===== src/rtl/invaders_int_ctrl_if.sv =====
// invaders_int_ctrl_if: CPU-side interrupt request/acknowledge bus between i8080 and the responder
interface invaders_int_ctrl_if;
  logic inte;
  logic inta;
  logic int_req;
  logic [7:0] data_out;
  logic data_oe;
  modport master (output inte, inta, input int_req, data_out, data_oe);
  modport slave (input inte, inta, output int_req, data_out, data_oe);
endinterface


===== src/rtl/invaders_int_ctrl.sv =====
// invaders_int_ctrl: turns mid/end-of-screen strobes into 8080 interrupts and answers INTA with an RST opcode
module invaders_int_ctrl #(
  parameter int MID_VEC = 1,
  parameter int END_VEC = 2,
  parameter logic [7:0] SPUR_OP = 8'hFF
) (
  input  logic clk,
  input  logic rst_n,
  input  logic mid_stb,
  input  logic end_stb,
  input  logic ovr_clr,
  invaders_int_ctrl_if.slave cpu,
  output logic [1:0] overrun,
  output logic [7:0] spur_cnt
);
  localparam logic [7:0] MID_OP = 8'hC7 | 8'(MID_VEC << 3);
  localparam logic [7:0] END_OP = 8'hC7 | 8'(END_VEC << 3);
  typedef enum logic {IDLE, DRIVE} state_t;
  state_t state, state_next;
  logic inta_q, acc;
  logic [1:0] pend, pend_next, win, ovr_set;
  always_ff @(posedge clk or negedge rst_n)
    if (!rst_n) state <= IDLE;
    else state <= state_next;
  always_comb begin
    acc = (state == IDLE) && cpu.inta && !inta_q;
    state_next = (state == IDLE) ? (acc ? DRIVE : IDLE) : (cpu.inta ? DRIVE : IDLE);
  end
  always_comb cpu.data_oe = (state == DRIVE);
  // a strobe landing on its own acceptance edge is a fresh request, not an overrun
  always_comb begin
    win = {acc & ~pend[0] & pend[1], acc & pend[0]};
    pend_next = {end_stb, mid_stb} | (pend & ~win);
    ovr_set = {end_stb, mid_stb} & pend & ~win;
  end
  // inta_q resets high so an acknowledge already in progress at release is not taken
  always_ff @(posedge clk or negedge rst_n)
    if (!rst_n) begin
      inta_q <= 1'b1;
      pend <= '0;
      overrun <= '0;
      spur_cnt <= '0;
      cpu.int_req <= 1'b0;
      cpu.data_out <= '0;
    end else begin
      inta_q <= cpu.inta;
      pend <= pend_next;
      overrun <= (ovr_clr ? 2'b00 : overrun) | ovr_set;
      cpu.int_req <= cpu.inte & |pend_next & (state_next == IDLE);
      if (acc) cpu.data_out <= win[0] ? MID_OP : win[1] ? END_OP : SPUR_OP;
      if (acc && !(|pend) && spur_cnt != 8'hFF) spur_cnt <= spur_cnt + 8'd1;
    end
endmodule


===== src/flat_wrapper.sv =====
// flat-port wrapper written by rule: the top's interface ports become plain ports
module invaders_int_ctrl_flat 
#(
  parameter int MID_VEC = 1,
  parameter int END_VEC = 2,
  parameter logic [7:0] SPUR_OP = 8'hFF
)
  (clk, rst_n, mid_stb, end_stb, ovr_clr, overrun, spur_cnt, cpu_inte, cpu_inta, cpu_int_req, cpu_data_out, cpu_data_oe);
  invaders_int_ctrl_if cpu_i ();
  input  logic clk;
  input  logic rst_n;
  input  logic mid_stb;
  input  logic end_stb;
  input  logic ovr_clr;
  output logic [1:0] overrun;
  output logic [7:0] spur_cnt;
  input wire logic [$bits(cpu_i.inte)-1:0] cpu_inte;
  input wire logic [$bits(cpu_i.inta)-1:0] cpu_inta;
  output wire logic [$bits(cpu_i.int_req)-1:0] cpu_int_req;
  output wire logic [$bits(cpu_i.data_out)-1:0] cpu_data_out;
  output wire logic [$bits(cpu_i.data_oe)-1:0] cpu_data_oe;
  assign cpu_i.inte = cpu_inte;
  assign cpu_i.inta = cpu_inta;
  assign cpu_int_req = cpu_i.int_req;
  assign cpu_data_out = cpu_i.data_out;
  assign cpu_data_oe = cpu_i.data_oe;
  invaders_int_ctrl #(.MID_VEC(MID_VEC), .END_VEC(END_VEC), .SPUR_OP(SPUR_OP)) u_core (.clk(clk), .rst_n(rst_n), .mid_stb(mid_stb), .end_stb(end_stb), .ovr_clr(ovr_clr), .cpu(cpu_i), .overrun(overrun), .spur_cnt(spur_cnt));
endmodule

===== config.mk =====
export PLATFORM = sky130hd
export DESIGN_NAME = invaders_int_ctrl_flat
export DESIGN_NICKNAME = d
export VERILOG_FILES = /design/src/rtl/invaders_int_ctrl_if.sv /design/src/rtl/invaders_int_ctrl.sv /design/src/flat_wrapper.sv
export SDC_FILE = /design/constraint.sdc
export NUM_CORES = 1
export LEC_CHECK = 0
export ABC_CLOCK_PERIOD_IN_PS = 2400
export CORE_ASPECT_RATIO = 0.8
export CORE_UTILIZATION = 44
export DETAILED_ROUTE_END_ITERATION = 7
export PLACE_DENSITY_LB_ADDON = 0.2
export SETUP_SLACK_MARGIN = 0.4
export SLEW_MARGIN = 0
export SYNTH_ARGS = -nofsm -noshare
export SYNTH_HDL_FRONTEND = slang
export SYNTH_SLANG_ARGS = --single-unit

===== constraint.sdc =====
create_clock -name clk -period 2.4 [get_ports clk]
set_clock_uncertainty 0.2 [all_clocks]
set_input_delay 0.24 -clock clk [delete_from_list [all_inputs] [get_ports clk]]
set_output_delay 0.24 -clock clk [all_outputs]
set_load 0.05 [all_outputs]

=== After elaboration in Yosys (flattened, before gate mapping) ===
Cells that the tools add are included.

* Bits in registers: 23
* Bits in latches: 0
* Bits in writable memories: 0
* ROM bits: 0
* Bits of input ports: 7
* Output and inout bits: 20
* Logic and storage cells: 37
* Memories: 0

* Add/subtract/negate cells: 1
* Multiply operators: 0
* Div/mod/pow operators: 0
* $lt $le $gt $ge: 0
* Equality and inequality tests: 1
* Shift operators: 0
* Muxes and demuxes: 6
* Bitwise logic cells: 14
* Reductions and logical operators: 8

{| class="wikitable"
|+ Operator list
! kind !! count
|-
| $add 8x1->8 const B || 1
|-
| $mux 8 || 1
|-
| $ne 8x8->1 const B || 1
|-
| $and 2x2->2 || 3
|-
| $mux 6 || 1
|-
| $and 1x1->1 || 5
|-
| $logic_and 1x1->1 || 4
|-
| $or 2x2->2 || 2
|-
| $reduce_or 2->1 || 2
|-
| $mux 1 || 3
|-
| $not 1->1 || 3
|-
| $logic_not 1->1 || 2
|-
| $mux 2 || 1
|-
| $not 2->2 || 1
|}

=== Longest topological paths before layout ===
* Depth after elaboration: 11
* Gate-level depth with buffers: 4
* Gate-level depth less buffers: 4

=== Worst setup path before layout ===
OpenSTA, ideal clock, no wires.

* Kind: register to register
* Start: register u_core.state (netlist: u_core.cpu.data_oe)
* End: register u_core.spur_cnt[5]
* Arrival time: 1745 ps
* Slack: 327 ps
* Cell stages (with the launch flop): 5
* Path buffers: 0
* Path through: dfrtp_1 > or3b_4 > nor3_4 > nand4_1 > mux2_1

* Word-level cells in the longest chain between the ends: 5

{| class="wikitable"
|+ RTL lines
! item !! line !! text
|-
| from (decl) || invaders_int_ctrl.sv:19 || <nowiki>state_t state, state_next;</nowiki>
|-
| from (signal assigned) || invaders_int_ctrl.sv:24 || <nowiki>else state <= state_next;</nowiki>
|-
| $not 1->1 || invaders_int_ctrl.sv:26 || <nowiki>acc = (state == IDLE) && cpu.inta && !inta_q;</nowiki>
|-
| $logic_and 1x1->1 (2 in series) || invaders_int_ctrl.sv:26 ||
|-
| $logic_and 1x1->1 (2 in series) || invaders_int_ctrl.sv:51 || <nowiki>if (acc && !(|pend) && spur_cnt != 8'hFF) spur_cnt <= spur_cnt + 8'd1;</nowiki>
|-
| to (signal assigned) || invaders_int_ctrl.sv:51 ||
|-
| to (decl) || invaders_int_ctrl.sv:14 || <nowiki>output logic [7:0] spur_cnt</nowiki>
|}

Every way passes these cells.
A chain may end at the register's enable or synchronous reset.

=== Worst setup path after layout ===
* Start: register u_core.spur_cnt[6]
* End: output spur_cnt[6]

{| class="wikitable"
|+ RTL lines
! item !! line !! text
|-
| to (decl) || flat_wrapper.sv:16 || <nowiki>output logic [7:0] spur_cnt;</nowiki>
|}

No word-level cell between the ends.

==> out/results.txt <==
The clock network latency to the later pin of the worst-skew pair is 0.29 ns, and the detailed-routing iteration count for the pre-antenna-repair pass is 4. For the number of distinct library cell variants in the gate-level netlist after synthesis, the log shows 27. The worst-margin pin slew is 0.508 ns, and the buffer depth of the longest clock path is 2. Worst ir drop on vdd: 0.000441 V. Counting flops with a built-in enable in the synthesized netlist gives 0. After synthesis, the mean cell area works out to 11.5 µm².

The worst path uses 83.0% of the clock period. The gate count of the mapped netlist is 74, and the count of input and output buffers is 26. Summed over all cells, the static leakage comes to 0.000569 µW.

The routed design uses 695 µm of met2 wire. Of all nets on the critical path, the largest fanout is 6. The tools report the worst flop-to-flop path endpoint as u_core.spur_cnt[7]. Summed over all failing endpoints, the final setup total negative slack is 0 ns. Once detailed placement completed, the half-perimeter wirelength came to 1200 µm. Static timing analysis puts the maximum clock frequency at 502 MHz. Yosys printed 0 warnings. The logs give 0.787 for the routability-driven placement congestion ratio and 554 for the number of global-route vias before repair. Across every metal layer, demand over resource in global routing totals 18.1%.

The area growth from synthesis to layout is 37.0%. In this run the count of I/O pins placed on the die edge is 27. The number of max-cap violations is 0, and the shortest clock period the worst path allows after layout is 1.99 ns. The mean routed wirelength per cell is 13.2 µm.

Among all flip-flop cells after synthesis, the most frequent one is sky130_fd_sc_hd__dfrtp_1. After synthesis, flip-flops and latches occupy 55.9% of the total area. The number of levels the H-tree was split into was 1. Headroom to the max-slew limit came out at 66.1%. The largest delay contributor family on the critical path is buffers and inverters. The via count normalized by instance count was 5.10; the width of the die was 51.2 µm. Entering global routing, the biggest net connects 12 pins. The total area inside the core boundary comes to 1720 µm².

The run finished with clean final reports. After floorplanning, the core was divided into 13 placement rows. The met1 wire length is 804 µm, and the number of nets in the synthesized netlist is 82. The worst-case hold slack was 0.0414 ns. Cells with a size suffix above 1 make up 13.7% of the layout. In this run the remaining antenna-violating nets after routing total 0. Walking the worst path, the cells encountered are clkdlybuf4s50_1.

By area the synthesized netlist is led by sky130_fd_sc_hd__dfrtp_1 53%, sky130_fd_sc_hd__mux2_1 6.6%, sky130_fd_sc_hd__nand4_1 4.4%. The tree built by TritonCTS fans out to 19 sinks. The tools report the reg-to-reg startpoint as u_core.cpu.data_oe. The number of buffer and inverter stages on the critical path is 1, and the required arrival time at the worst endpoint is 1.96 ns. Counting the fill cells in the layout gives 142. For the count of hold buffers inserted by post-cts repair, the log shows 0. Setup repair after global routing could not meet its margin everywhere. The clock root buffer was sky130_fd_sc_hd__clkbuf_4. The floorplan step defined a die boundary enclosing 2120 µm². The clock transition at the registers of the reported paths is 0.10 ns, and the worst reg-to-reg setup slack is 0.49 ns.

Across all layers, the routed design uses 633 vias. The number of storage elements in the synthesis netlist was 19. For this configuration, the core starts out at a cell density of 49.5%.

sky130_fd_sc_hd__dfrtp_1 takes more of the synthesized area than any other cell. The run gives 0 as the number of max-slew violations in the final report. Cells fill 67.8% of the core in the end. The sort of element at the end of the critical path is a primary output. The hold violation total from the final report is 0, and the number of failing setup endpoints in the final timing report is 0. TritonCTS created 3 clock buffers. For this run, the post-layout net count is 111.

The power density normalized to cell area was 523 nW/µm². The most frequent standard cell in the layout excluding fill and tap cells is sky130_fd_sc_hd__dfrtp_1. After detailed routing, the number of remaining DRC violations is 0. The tools report the initial antenna violation count as 0. Startpoint-to-endpoint class of the critical path: register to primary output. Leaving out fill and tap cells, the most frequent cells in the layout are 15 x sky130_fd_sc_hd__dfrtp_1, 14 x sky130_fd_sc_hd__clkdlybuf4s50_1, 6 x sky130_fd_sc_hd__nand4_1, 6 x sky130_fd_sc_hd__dlymetal6s2s_1, 6 x sky130_fd_sc_hd__dlygate4sd2_1. The routed design has 1640 µm of wire. Data on the critical path arrives at its endpoint at 1.55 ns. The worst-path cell with the longest stage delay was sky130_fd_sc_hd__clkdlybuf4s50_1. The number of cells on the worst reg-to-reg path is 4. Wire segments on met3 add up to 122 µm in the final route. In this run the vertical extent of the chip is 41.4 µm. The run gives 0 as the number of diodes added for antenna fixing. TritonCTS built the clock tree.

DRC violation total after the first TritonRoute iteration: 11. The first global-routing pass estimated 2600 µm of wire. The worst hold path belongs to the class input pin to async pin. The mapped netlist covers 853 µm². In this run the biggest area consumer among cell types represents 52.8% of the synthesized area. Biggest cell delay along the critical path: 0.83 ns. The startpoint class of the critical path is a register.

The run gives 0 as the residual overflow from global routing. Of all flip-flops after synthesis, the portion carrying an async set or reset was 100%. In this run the top signal layer used is met4.
==> where the power goes <==
part | switching (µW) | leakage (µW) | internal [µW]
clock | 90.1 | 0.0000150 | 64.7
combinational | 69.1 | 0.000322 | 40.5
sequential | 10.9 | 0.000231 | 336
==> worst max path at each step <==
stage | to | slack [ns] | cells after the start | from
2_1_floorplan | u_core.spur_cnt[4] | 0.41 | 4 | u_core.cpu.data_oe
3_3_place_gp | u_core.spur_cnt[7] | 0.16 | 5 | cpu_inta
3_5_place_dp | u_core.spur_cnt[7] | 0.12 | 5 | cpu_inta
4_1_cts | spur_cnt[6] | 0.40 | 1 | u_core.spur_cnt[6]
5_1_grt | spur_cnt[6] | 0.34 | 1 | u_core.spur_cnt[6]
6_report | spur_cnt[6] | 0.41 | 1 | u_core.spur_cnt[6]
==> area by class of cell <==
| type | instances | area [µm²] | share of cell area (%) |
|---|---|---|---|
| multi-input combinational | 45 | 325 | 27.8 |
| inverter | 5 | 18.8 | 1.61 |
| timing repair buffer | 29 | 290 | 24.8 |
| sequential | 19 | 480 | 41.1 |
| clock buffer | 4 | 26.3 | 2.25 |
| tap | 22 | 27.5 | 2.36 |
==> cell usage after synthesis (2+ instances only) <==
cell	count
sky130_fd_sc_hd__dfrtp_1	18
sky130_fd_sc_hd__nand4_1	6
sky130_fd_sc_hd__a21o_1	2
sky130_fd_sc_hd__mux2_1	5
sky130_fd_sc_hd__inv_1	5
sky130_fd_sc_hd__buf_4	4
sky130_fd_sc_hd__o21ai_0	5
sky130_fd_sc_hd__nand3_1	3
sky130_fd_sc_hd__and3_1	2
sky130_fd_sc_hd__nand2b_1	3
sky130_fd_sc_hd__nand2_1	5
==> flip-flops by register name, summed over array words and instances, names as in the netlist <==
signal / count
u_core.overrun: 2
u_core.cpu.int_req: 1
u_core.spur_cnt: 8
u_core.pend: 2
u_core.cpu.data_out: 4
u_core.inta_q: 1
u_core.cpu.data_oe: 1
==> repair_timing <==
item	in CTS	in global routing
buffers inserted	0	1
endpoints found under the setup margin	6	13
gates cloned	0	0
gates resized for setup	6	7
==> cell families (layout without fill, tap and decap cells) <==
group / count (synthesis) / after routing / synth area share [%]
AOI/OAI and AO/OA: 13 / 13 / 10.3
xor gates and xnor gates: 1 / 1 / 1.03
adders and majority gates: 1 / 1 / 1.47
buffers and inverters: 10 / 38 / 6.16
DFF: 19 / 19 / 55.9
muxes: 6 / 6 / 7.92
and+or+nand+nor: 24 / 24 / 17.3
==> metal layers <==
layer	vias to the layer above	track usage [%]
met1	288	22.8
met4	0	6.08
li1	322	-
met5	-	0
met2	21	29.6
met3	2	6.88
==> per-stage QoR <==
step | power, µW | area (µm²) | setup WS (ns) | std cells
finish | 611 | 1170 | 0.408 | 124
floorplan | 415 | 857 | 0.415 | 74
detailed placement | 464 | 1130 | 0.118 | 119
CTS | 622 | 1140 | 0.401 | 123
global route | 635 | 1170 | 0.343 | 124
global placement | 462 | 1130 | 0.158 | 119
No activity file was read; power rests on OpenSTA's default activity.
